--- config.mk ---
export PLATFORM = sky130hd
export DESIGN_NAME = ics_poll_scheduler
export DESIGN_NICKNAME = d
export VERILOG_FILES = /design/src/rtl/ics_pkg.sv /design/src/rtl/ics_reply_collector.sv /design/src/rtl/ics_poll_scheduler.sv
export SDC_FILE = /design/constraint.sdc
export NUM_CORES = 1
export LEC_CHECK = 0
export ABC_AREA = 1
export BUFFER_PORTS_ARGS = -buffer_cell sky130_fd_sc_hd__clkbuf_2
export CAP_MARGIN = 25
export CORE_MARGIN = 1
export CORE_UTILIZATION = 25
export DETAILED_ROUTE_END_ITERATION = 7
export GPL_ROUTABILITY_DRIVEN = 0
export PLACE_DENSITY_LB_ADDON = 0.12
export SLEW_MARGIN = 5
export SYNTH_ARGS = -nofsm -noshare
export SYNTH_HDL_FRONTEND = slang
export SYNTH_SLANG_ARGS = --single-unit
--- constraint.sdc ---
create_clock -name ap_clk -period 3.9 [get_ports ap_clk]
set_input_delay 0.78 -clock ap_clk [delete_from_list [all_inputs] [get_ports ap_clk]]
set_output_delay 0.78 -clock ap_clk [all_outputs]
set_load 0.02 [all_outputs]
--- src/rtl/ics_pkg.sv ---
// Shared definitions for the ICS servo poll scheduler.
//   state_e      : scheduler FSM states
//   ICS_CMD_POS  : top three bits of an ICS position command byte
//   FRAME_LEN    : bytes per command and per reply frame
//   POS_W        : servo position width
package ics_pkg;

    typedef enum logic [2:0] {
        StIdle,
        StLoad,
        StSend,
        StWaitRx,
        StReport,
        StNext
    } state_e;

    localparam logic [2:0]  ICS_CMD_POS = 3'b100;
    localparam int unsigned FRAME_LEN   = 3;
    localparam int unsigned POS_W       = 14;

endpackage

--- src/rtl/ics_reply_collector.sv ---
// Collects one 3-byte ICS reply and watches the reply timeout.
//   clk, rst  : clock, asynchronous active-high reset
//   clear     : restart collection (rx count and timeout counter to zero)
//   enable    : high while the scheduler waits for the reply
//   id        : servo ID expected in the reply header
//   rx_data   : reply byte, qualified by the one-cycle strobe rx_valid
//   done      : third byte arrived or timeout reached this cycle
//   err, pos  : result of the last completed reply, held until the next one
module ics_reply_collector
    import ics_pkg::*;
#(
    parameter int unsigned TIMEOUT_CYC = 5000
) (
    input  logic             clk,
    input  logic             rst,
    input  logic             clear,
    input  logic             enable,
    input  logic [4:0]       id,
    input  logic [7:0]       rx_data,
    input  logic             rx_valid,
    output logic             done,
    output logic             err,
    output logic [POS_W-1:0] pos
);

    localparam logic [15:0] TMO_LAST = 16'(TIMEOUT_CYC - 1);

    logic [1:0]  cnt_q;
    logic [15:0] tmo_q;
    logic [7:0]  b0_q;
    logic [7:0]  b1_q;
    logic [7:0]  b2_q;
    logic        err_q;
    logic        third;
    logic        tmo_hit;

    always_comb begin
        third   = enable && rx_valid && (cnt_q == 2'(FRAME_LEN - 1));
        tmo_hit = enable && (tmo_q == TMO_LAST);
        // A third byte coinciding with the timeout still counts as a reply.
        done    = third || tmo_hit;
        err     = err_q;
        pos     = err_q ? '0 : {b1_q[6:0], b2_q[6:0]};
    end

    always_ff @(posedge clk or posedge rst) begin
        if (rst) begin
            cnt_q <= '0;
            tmo_q <= '0;
            b0_q  <= '0;
            b1_q  <= '0;
            b2_q  <= '0;
            err_q <= 1'b0;
        end else if (clear) begin
            cnt_q <= '0;
            tmo_q <= '0;
        end else if (enable) begin
            if (!done) begin
                tmo_q <= tmo_q + 16'd1;
            end
            // Count saturates at 3 so surplus bytes are dropped.
            if (rx_valid && (cnt_q != 2'd3)) begin
                case (cnt_q)
                    2'd0:    b0_q <= rx_data;
                    2'd1:    b1_q <= rx_data;
                    default: b2_q <= rx_data;
                endcase
                cnt_q <= cnt_q + 2'd1;
            end
            if (done) begin
                err_q <= third ? (b0_q != {3'b000, id}) : 1'b1;
            end
        end
    end

endmodule

--- src/rtl/ics_poll_scheduler.sv ---
// Sweeps the ICS bus once per timer tick: for each servo ID in order it sends a
// 3-byte position command, collects the 3-byte reply and reports the result.
//   ap_clk, ap_rst        : clock, asynchronous active-high reset
//   tick_i                : timer interrupt; rising edge starts a sweep
//   target_pos_i          : packed 14-bit targets, servo n at [14n+13:14n]
//   tx_data_o/valid/ready : command byte stream to the UART (valid/ready)
//   rx_data_i/rx_valid_i  : reply byte strobe from the UART, no backpressure
//   resp_*                : one-cycle reply report (id, position, error)
//   busy_o                : sweep in progress
//   overrun_o             : tick edge arrived during a sweep and was dropped
module ics_poll_scheduler
    import ics_pkg::*;
#(
    parameter int unsigned NUM_SERVO   = 4,
    parameter int unsigned TIMEOUT_CYC = 5000
) (
    input  logic                       ap_clk,
    input  logic                       ap_rst,
    input  logic                       tick_i,
    input  logic [POS_W*NUM_SERVO-1:0] target_pos_i,
    output logic [7:0]                 tx_data_o,
    output logic                       tx_valid_o,
    input  logic                       tx_ready_i,
    input  logic [7:0]                 rx_data_i,
    input  logic                       rx_valid_i,
    output logic                       resp_valid_o,
    output logic [4:0]                 resp_id_o,
    output logic [POS_W-1:0]           resp_pos_o,
    output logic                       resp_err_o,
    output logic                       busy_o,
    output logic                       overrun_o
);

    state_e           state_q, state_d;
    logic [4:0]       id_q, id_d;
    logic [1:0]       idx_q, idx_d;
    logic [POS_W-1:0] tgt_q, tgt_d;
    logic             tick_q;
    logic             tick_edge;
    logic             clear;
    logic             col_done;
    logic             col_err;
    logic [POS_W-1:0] col_pos;

    ics_reply_collector #(
        .TIMEOUT_CYC(TIMEOUT_CYC)
    ) u_collector (
        .clk      (ap_clk),
        .rst      (ap_rst),
        .clear    (clear),
        .enable   (state_q == StWaitRx),
        .id       (id_q),
        .rx_data  (rx_data_i),
        .rx_valid (rx_valid_i),
        .done     (col_done),
        .err      (col_err),
        .pos      (col_pos)
    );

    always_comb begin
        state_d      = state_q;
        id_d         = id_q;
        idx_d        = idx_q;
        tgt_d        = tgt_q;
        clear        = 1'b0;
        tx_valid_o   = 1'b0;
        tx_data_o    = '0;
        resp_valid_o = 1'b0;
        resp_id_o    = '0;
        resp_pos_o   = '0;
        resp_err_o   = 1'b0;
        tick_edge    = tick_i && !tick_q;
        busy_o       = (state_q != StIdle);
        overrun_o    = tick_edge && busy_o;

        unique case (state_q)
            StIdle: begin
                if (tick_edge) begin
                    id_d    = '0;
                    state_d = StLoad;
                end
            end
            StLoad: begin
                tgt_d   = target_pos_i[POS_W*id_q +: POS_W];
                idx_d   = '0;
                state_d = StSend;
            end
            StSend: begin
                tx_valid_o = 1'b1;
                case (idx_q)
                    2'd0:    tx_data_o = {ICS_CMD_POS, id_q};
                    2'd1:    tx_data_o = {1'b0, tgt_q[13:7]};
                    default: tx_data_o = {1'b0, tgt_q[6:0]};
                endcase
                if (tx_ready_i) begin
                    if (idx_q == 2'(FRAME_LEN - 1)) begin
                        clear   = 1'b1;
                        state_d = StWaitRx;
                    end else begin
                        idx_d = idx_q + 2'd1;
                    end
                end
            end
            StWaitRx: begin
                if (col_done) begin
                    state_d = StReport;
                end
            end
            StReport: begin
                resp_valid_o = 1'b1;
                resp_id_o    = id_q;
                resp_pos_o   = col_pos;
                resp_err_o   = col_err;
                state_d      = StNext;
            end
            StNext: begin
                if (id_q == 5'(NUM_SERVO - 1)) begin
                    state_d = StIdle;
                end else begin
                    id_d    = id_q + 5'd1;
                    state_d = StLoad;
                end
            end
            default: state_d = StIdle;
        endcase
    end

    always_ff @(posedge ap_clk or posedge ap_rst) begin
        if (ap_rst) begin
            state_q <= StIdle;
            id_q    <= '0;
            idx_q   <= '0;
            tgt_q   <= '0;
            tick_q  <= 1'b0;
        end else begin
            state_q <= state_d;
            id_q    <= id_d;
            idx_q   <= idx_d;
            tgt_q   <= tgt_d;
            tick_q  <= tick_i;
        end
    end

endmodule

==> Word-level counts from Yosys, hierarchy flattened <==
Index checks and enable logic that the tools add are counted.
{ "classes": {"eq_ne": 20, "bitwise_logic": 2, "n_mux": 30, "addsub": 4, "multipliers": 1, "n_shift": 1, "reduce_logical": 26} }
{ "op_table": {"columns": ["operator", "n"], "rows": [
  ["variable part select 56 x 10 -> 14 bit", 1],
  ["2-to-1 mux 16 bit", 3],
  ["2-to-1 mux 14 bit", 2],
  ["case mux 3 bit (6 select lines)", 1],
  ["adder 16 x 1 -> 16 bit (second input constant)", 1],
  ["== test 16 x 13 -> 1 bit (second input constant)", 1],
  ["!= test 2 bit (second input constant)", 8],
  ["case mux 8 bit (2 select lines)", 1],
  ["AND reduction 4 bit", 4],
  ["2-to-1 mux 5 bit", 3],
  ["2-to-1 mux 3 bit", 4],
  ["2-to-1 mux 2 bit", 5],
  ["case mux 5 bit (2 select lines)", 1],
  ["AND reduction 3 bit", 3],
  ["multiplier 3 x 5 -> 8 bit (first input constant)", 1],
  ["2-to-1 mux 1 bit", 8],
  ["2-to-1 mux 8 bit", 1],
  ["!= test 8 x 5 -> 1 bit", 1],
  ["nonzero test 2 bit", 4],
  ["== test 3 x 2 -> 1 bit (second input constant)", 2],
  ["== test 3 bit (second input constant)", 2],
  ["logical AND 1 bit", 6],
  ["adder 5 x 1 -> 5 bit (second input constant)", 1],
  ["== test 5 x 2 -> 1 bit (second input constant)", 1],
  ["13 further kinds", 19]
]} }
{ "totals": {"regBits": 66, "wordCells": 95, "inputBits": 69, "out_inout_bits": 32} }

==> Longest topological paths before layout <==
Gate-level depths: netlist (run 1).
{ "depth": {"ltp_word": 7, "mapped_depth": 9} }

==> Hierarchy <==
A second synthesis (run 1) with hierarchy kept.
{ "hier_totals": {"hier_cells": 635, "hier_area_um2": 4289.1} }
{ "modules_own_cells": {"columns": ["mod", "instances", "area_per_inst_um2", "cells_per_inst"], "rows": [
  ["ics_reply_collector", 1, 2353.5, 324],
  ["ics_poll_scheduler", 1, 1935.6, 311]
]} }

==> Worst setup path before layout (run 1) <==
OpenSTA, ideal clock, no wires.
{ "synth_path": {"path_type": "flip-flop to output port", "start": "reg idx_q[0]", "end": "out tx_data_o[5]", "arrival_ps": 1323, "path_slack_ps": 1797, "path_stages_with_launch": 6, "path_buffers": 0, "t_required_ps": 3120, "cell_sequence": "dfrtp_1 > inv_1 > ha_1 > nor2_1 > nand2_1 > a21oi_1"} }
{ "synth_via": {"elab_chain_cells": 3} }
{ "synth_rtl": {"columns": ["element", "line", "source"], "rows": [
  ["start: declaration", "ics_poll_scheduler.sv:36", "logic [1:0] idx_q, idx_d;"],
  ["start signal: assignment", "ics_poll_scheduler.sv:138", "idx_q <= idx_d;"],
  ["== test 2 x 1 -> 1 bit or logical NOT 2 bit (tied branches)", "ics_poll_scheduler.sv:90", "case (idx_q)"],
  ["case mux 8 bit (2 select lines) *", "ics_poll_scheduler.sv:90", null],
  ["2-to-1 mux 8 bit *", "ics_poll_scheduler.sv:76", "unique case (state_q)"],
  ["end: declaration", "ics_poll_scheduler.sv:21", "output logic [7:0] tx_data_o,"]
]} }
Every way passes the cells marked *; elsewhere a longest branch is shown, timed or not.

==> Worst setup path in the final report (run 1) <==
{ "layout_path": {"start": "reg id_q[0]", "end": "out tx_data_o[0]"} }
{ "layout_via": {"elab_chain_cells": 2} }
{ "layout_rtl": {"columns": ["element", "line", "source"], "rows": [
  ["start: declaration", "ics_poll_scheduler.sv:35", "logic [4:0] id_q, id_d;"],
  ["start signal: assignment", "ics_poll_scheduler.sv:137", "id_q <= id_d;"],
  ["case mux 8 bit (2 select lines)", "ics_poll_scheduler.sv:90", null],
  ["2-to-1 mux 8 bit", "ics_poll_scheduler.sv:76", null]
]} }
No other way between the ends.

==> impl_metrics.tcl, run 1 <==
set metrics [dict create \
    setup_tns_ns 0 \
    rows 45 \
    drc 0 \
    first_global_vias 3836 \
    skew_ns 0.00942 \
    status "finished clean" \
    path_class "flop to primary output" \
    detailed_place.area_um2 4660 \
    synth-xor-area-share_pct 2.20 \
    final_core_util_pct 32.4 \
    yosys.area.top_type "dfrtp_1" \
    via_count 3850 \
    p_leak_nw 2.37 \
    cts_buffers 9 \
    synth.avg_cell_area_um2 7.15 \
    fillers 1686 \
    grt_max_degree 60 \
    htreeDepth 3 \
    r2r-end "id_q[1]$_DFFE_PP0P_" \
    yosysMostFrequentCell "nand2_1" \
    synth_edf_count 0 \
    setup_viol 0 \
    synth_area_leaders "dfrtp_1, nand2_1, nor2_1, o21ai_0, inv_1" \
    synth_seq_area_share_pct 41.6 \
    total_power_mw 2.90 \
    synth_top_area_share_pct 41.6 \
    synth-simple-area-share_pct 28.7 \
    drt_iter0_drc 151 \
    rsz0062_at_grt "false" \
    yosys_warnings 0 \
    peakVddDrop_mv 0.232 \
    diodes 0 \
    power_density_nw_per_um2 582 \
    dp_slack_ns 1.30 \
    grt_util_all_layers_pct 15.1 \
    synth-seq-cells 66 \
    drt-vias-per-instance 4.46 \
    async_flop_share_pct 100 \
    mappedNetlistArea_um2 3970 \
    firstDrtPassIters 4 \
    min_period_ns 2.94 \
    r2r_start "id_q[0]$_DFFE_PP0P_" \
    start_kind "flop" \
    insertion_delay_ns 0.34 \
    fin_ws_ns 0.965 \
    cts_sinks 66 \
    ys.flop_type "dfrtp_1" \
    netlist_instances 556 \
    yosys-top-cells-count "nand2_1, nor2_1, dfrtp_1" \
    dp_hpwl_mm 8.51 \
    r2r_setup_slack_ns 1.87 \
    tightestPinTransition_ns 0.938 \
    synth_top_family_by_area "simple AND/OR/NAND/NOR gates" \
    finalCritPeriodShare_pct 75.3 \
    endpoint_kind "primary output" \
    cts_setup_buffers 0 \
    slew_headroom_pct 37.5 \
    startpoint "id_q[0]$_DFFE_PP0P_" \
    hold_path.class "input pin to asynchronous set/reset pin" \
    synthMuxAreaShare_pct 0 \
    grt_pass1_wl_mm 19.4 \
    wl_per_cell_um 13.1 \
    initial_core_util_pct 25.9 \
    ctsResizeCount 0 \
    totalWireLength_mm 11.3 \
    antenna_found_initial 0 \
    synth_compound_area_share_pct 16.9 \
    drv_slew 0 \
    detail-route-antenna-nets 0 \
    syn2layout_area_growth_pct 25.2 \
    maxCapViolCount 0 \
    cp.arrival_ns 2.16 \
    boundaryPins 101 \
    timing_hold_violations_final 0 \
    core_um2 15400 \
    die_w_um 128 \
    root_buffer "clkbuf_16" \
    cts_hold_buf 0 \
    reg2reg_depth 8 \
    path_max_fanout 33 \
    required_ns 3.12 \
    layout.nets 726 \
    synthDistinctLibCells 31 \
    syn-num-nets 634 \
    max_freq_mhz 341 \
    io_buffers 100 \
    clockBufferDepth 2 \
    die_area_um2 16400 \
    drive_above_1_share_pct 20.6 \
    cts_tree "yes" \
    die_h_um 128 \
    synthAdderAreaFrac_pct 2.83 \
    path_clk_slew_ns 0.06 \
    overflow 0 \
    final_cell_area_um2 4970 \
]
==> how the worst max path moves through the flow <==
stage	slack [ns]	cells after the start	end
3_3_place_gp	1.35	6	tx_data_o[0]
5_1_grt	0.70	6	tx_data_o[0]
4_1_cts	0.94	6	tx_data_o[0]
6_report	0.96	6	tx_data_o[0]
2_1_floorplan	1.47	1	id_q[0]$_DFFE_PP0P_
3_5_place_dp	1.30	6	tx_data_o[0]
==> state kept, by name (all words and copies together), names as in the netlist <==
register           cells
id_q                   5
u_collector.err        1
u_collector.b1_q       7
u_collector.tmo_q     16
tgt_q                 14
state_q                3
tick_q                 1
u_collector.cnt_q      2
u_collector.b0_q       8
idx_q                  2
u_collector.b2_q       7
==> report_power, final <==
group / switching (mW) / internal [mW]
logic: 0.616 / 0.350
clock network: 0.315 / 0.558
registers: 0.154 / 0.904
total: 1.08 / 1.81
==> cells in the final DEF, fill, tap and decap left out, types with 2 or more instances in the layout <==
cell type	n
nor2_4	2
clkbuf_2	100
clkbuf_16	9
bufinv_16	2
o21bai_1	3
or2_2	2
clkinvlp_4	3
inv_1	52
dfrtp_1	66
nand2_1	121
nor3_1	2
xor2_1	6
xnor2_1	4
nand3_1	27
ha_1	9
nor2_2	2
buf_4	2
a21oi_1	13
o22ai_1	21
o21ai_0	40
nor2_1	103
nand4_1	9
a22o_1	9
o21ai_1	30
inv_2	5
nand2_2	3
==> routing by layer <==
layer	up-vias	wire length [µm]	track usage [%]
met5	-	0	0
met4	0	127	4.43
met3	13	379	3.26
met2	61	5420	25.3
met1	1778	5400	19.4
li1	1998	-	-
==> cell families (layout without fill, tap and decap cells) <==
group,after synthesis,count (layout)
AND/OR/NAND/NOR,274,274
AO/OA/AOI/OAI,119,119
buffers and inverters,78,174
flip-flops,66,66
XOR/XNOR,10,10
adder cells (fa/ha/maj),9,9
==> per-stage QoR <==
stage	instances	hold slack, ns
after floorplan	556	0.459
after global placement	848	0.472
after detailed placement	848	0.478
after CTS	863	0.301
after global routing	863	0.310
final	863	0.305
==> area by class of cell <==
class / instances / area, µm² / share of cell area, %
Sequential cell: 66 / 1650 / 33.2
Tap cell: 211 / 264 / 5.31
Inverter: 57 / 214 / 4.30
Multi-Input combinational cell: 412 / 2010 / 40.5
Clock inverter: 6 / 91.3 / 1.84
Timing Repair Buffer: 102 / 515 / 10.4
Clock buffer: 9 / 225 / 4.53
==> worst max-delay path: stages (launching register included) <==
cell and delay, ns:
dfrtp_1 0.95, inv_1 0.09, buf_4 0.26, o22ai_1 0.14, a21oi_1 0.06, nor2_1 0.13, clkbuf_2 0.19
No activity file was read; power rests on OpenSTA's default activity.
==> inputs of run 2 (changes only) <==
clock period = 2.4 ns   (was 3.9 ns; I/O delays follow)
==> run 2 against run 1 <==
Compared with the run above: total power up 60%; critical endpoint is now tx_data_o[3]; die area unchanged; design area grew 0.93%; non-clock buffer count increased by 7; setup slack worse by 0.79 ns; via count up 2.6%; register-to-register slack got worse by 1.3 ns; highest routed layer unchanged; core utilization is 0.30 points higher; hold slack worse by 0.27 ns; global-route usage grew 0.12 points.
==> impl_metrics.tcl, run 2 (same netlist as run 1, synthesis figures left out) <==
set metrics [dict create \
    layout.nets 733 \
    timing_hold_violations_final 0 \
    drt_iter0_drc 214 \
    overflow 0 \
    htreeDepth 3 \
    start_kind "flop" \
    drv_slew 0 \
    crit_chain "inv_1, ha_1, inv_1, o22ai_1, a21oi_1, nor2_1, clkbuf_2" \
    status "finished clean" \
    initial_core_util_pct 25.9 \
    largest_register_ffs 16 \
    cts_tree "yes" \
    tightestPinTransition_ns 0.565 \
    final_cell_area_um2 5020 \
    required_ns 1.92 \
    die_h_um 128 \
    path_max_fanout 5 \
    peakVddDrop_mv 0.366 \
    setup_tns_ns 0 \
    cp_num_buf_inv 3 \
    critical_path.most_common_cell "inv_1" \
    detailed_place.area_um2 4720 \
    top_register "u_collector.tmo_q" \
    drt-vias-per-instance 4.54 \
    cp_slowest_cell "dfrtp_1" \
    drive_above_1_share_pct 21.2 \
    finalCritPeriodShare_pct 92.7 \
    die_area_um2 16400 \
    root_buffer "clkbuf_16" \
    clockBufferDepth 2 \
    final_cell_mix "nand2_1, nor2_1, clkbuf_2" \
    grt_max_degree 43 \
    drc 0 \
    ctsResizeCount 0 \
    setup_viol 0 \
    r2r-end "u_collector.tmo_q[2]$_DFFE_PP0P_" \
    wl_per_cell_um 13.3 \
    detail-route-antenna-nets 0 \
    grt_util_all_layers_pct 15.2 \
    path_class "flop to primary output" \
    die_w_um 128 \
    io_buffers 100 \
    diodes 0 \
    cts_setup_buffers 0 \
    min_period_ns 2.22 \
    r2r_start "idx_q[0]$_DFFE_PP0P_" \
    power_density_nw_per_um2 926 \
    first_global_vias 3991 \
    rows 45 \
    maxCapViolCount 0 \
    firstDrtPassIters 4 \
    p_leak_nw 2.41 \
    crit_family "buffers and inverters" \
    slowest_delay_ns 0.39 \
    syn2layout_area_growth_pct 26.3 \
    dp_hpwl_mm 8.80 \
    cp.arrival_ns 1.74 \
    max_freq_mhz 450 \
    hold_path.class "input pin to asynchronous set/reset pin" \
    boundaryPins 101 \
    r2r_setup_slack_ns 0.58 \
    core_um2 15400 \
    endpoint_kind "primary output" \
    reg2reg_depth 7 \
    cts_buffers 9 \
    slew_headroom_pct 62.2 \
    cts_hold_buf 0 \
    insertion_delay_ns 0.34 \
    fillers 1719 \
    path_clk_slew_ns 0.06 \
    final_common_cell "nand2_1" \
    reg_top3 "u_collector.tmo_q (16), tgt_q (14), u_collector.b0_q (8)" \
    skew_ns 0.00635 \
    cts_sinks 66 \
    rsz0062_at_grt "false" \
    grt_pass1_wl_mm 19.3 \
    via_count 3952 \
    totalWireLength_mm 11.6 \
    antenna_found_initial 0 \
]
==> run 2: cell count changes in the layout (fill, tap and decap cells not counted), sizes merged <==
| cell | delta |
|---|---|
| clkbuf | +3 |
| bufinv | -1 |
| clkinv | +2 |
| buf | +7 |
| clkinvlp | -2 |
| inv | -1 |
==> run 2: cell type report <==
type                    count  area, µm²  area share [%]
multi-input cells         412       2010            40.1
flip-flops and latches     66       1650            32.9
repair buffers            109        581            11.6
well taps                 211        264            5.26
clock buffers              12        246            4.91
inverters                  57        214            4.26
clock inverters             4       51.3            1.02
==> run 2: how the worst max path moves through the flow <==
stage | from | end | slack, ns | cells after the start
after floorplan | ap_rst | id_q[0]$_DFFE_PP0P_ | 0.27 | 1
after global routing | idx_q[1]$_DFFE_PP0P_ | tx_data_o[3] | 0.08 | 7
after CTS | idx_q[1]$_DFFE_PP0P_ | tx_data_o[3] | 0.19 | 7
final | idx_q[1]$_DFFE_PP0P_ | tx_data_o[3] | 0.18 | 7
after global placement | idx_q[1]$_DFFE_PP0P_ | tx_data_o[3] | 0.58 | 7
after detailed placement | idx_q[1]$_DFFE_PP0P_ | tx_data_o[3] | 0.57 | 7
==> run 2: stage by stage <==
stage / hold slack (ns) / instances / util (%) / setup WS, ns / power, mW
6_report: 0.0382 / 871 / 32.7 / 0.176 / 4.65
4_1_cts: 0.0246 / 871 / 32.7 / 0.188 / 4.72
3_3_place_gp: 0.392 / 855 / 30.7 / 0.584 / 3.33
2_1_floorplan: 0.459 / 556 / - / 0.265 / 2.88
5_1_grt: 0.0526 / 871 / 32.7 / 0.0774 / 5.01
3_5_place_dp: 0.395 / 855 / 30.7 / 0.570 / 3.37
==> run 2: per-layer routing <==
layer / vias to the layer above / GRT usage (%) / wire (µm)
met5: - / 0 / 0
met4: 0 / 4.98 / 119
met3: 10 / 3.30 / 418
met2: 71 / 25.4 / 5540
met1: 1863 / 19.4 / 5480
li1: 2008 / - / -
==> run 2: power by group <==
part / internal, mW / switching (mW)
clock: 0.832 / 0.485
combinational: 0.594 / 1.03
sequential: 1.47 / 0.236
total: 2.90 / 1.75
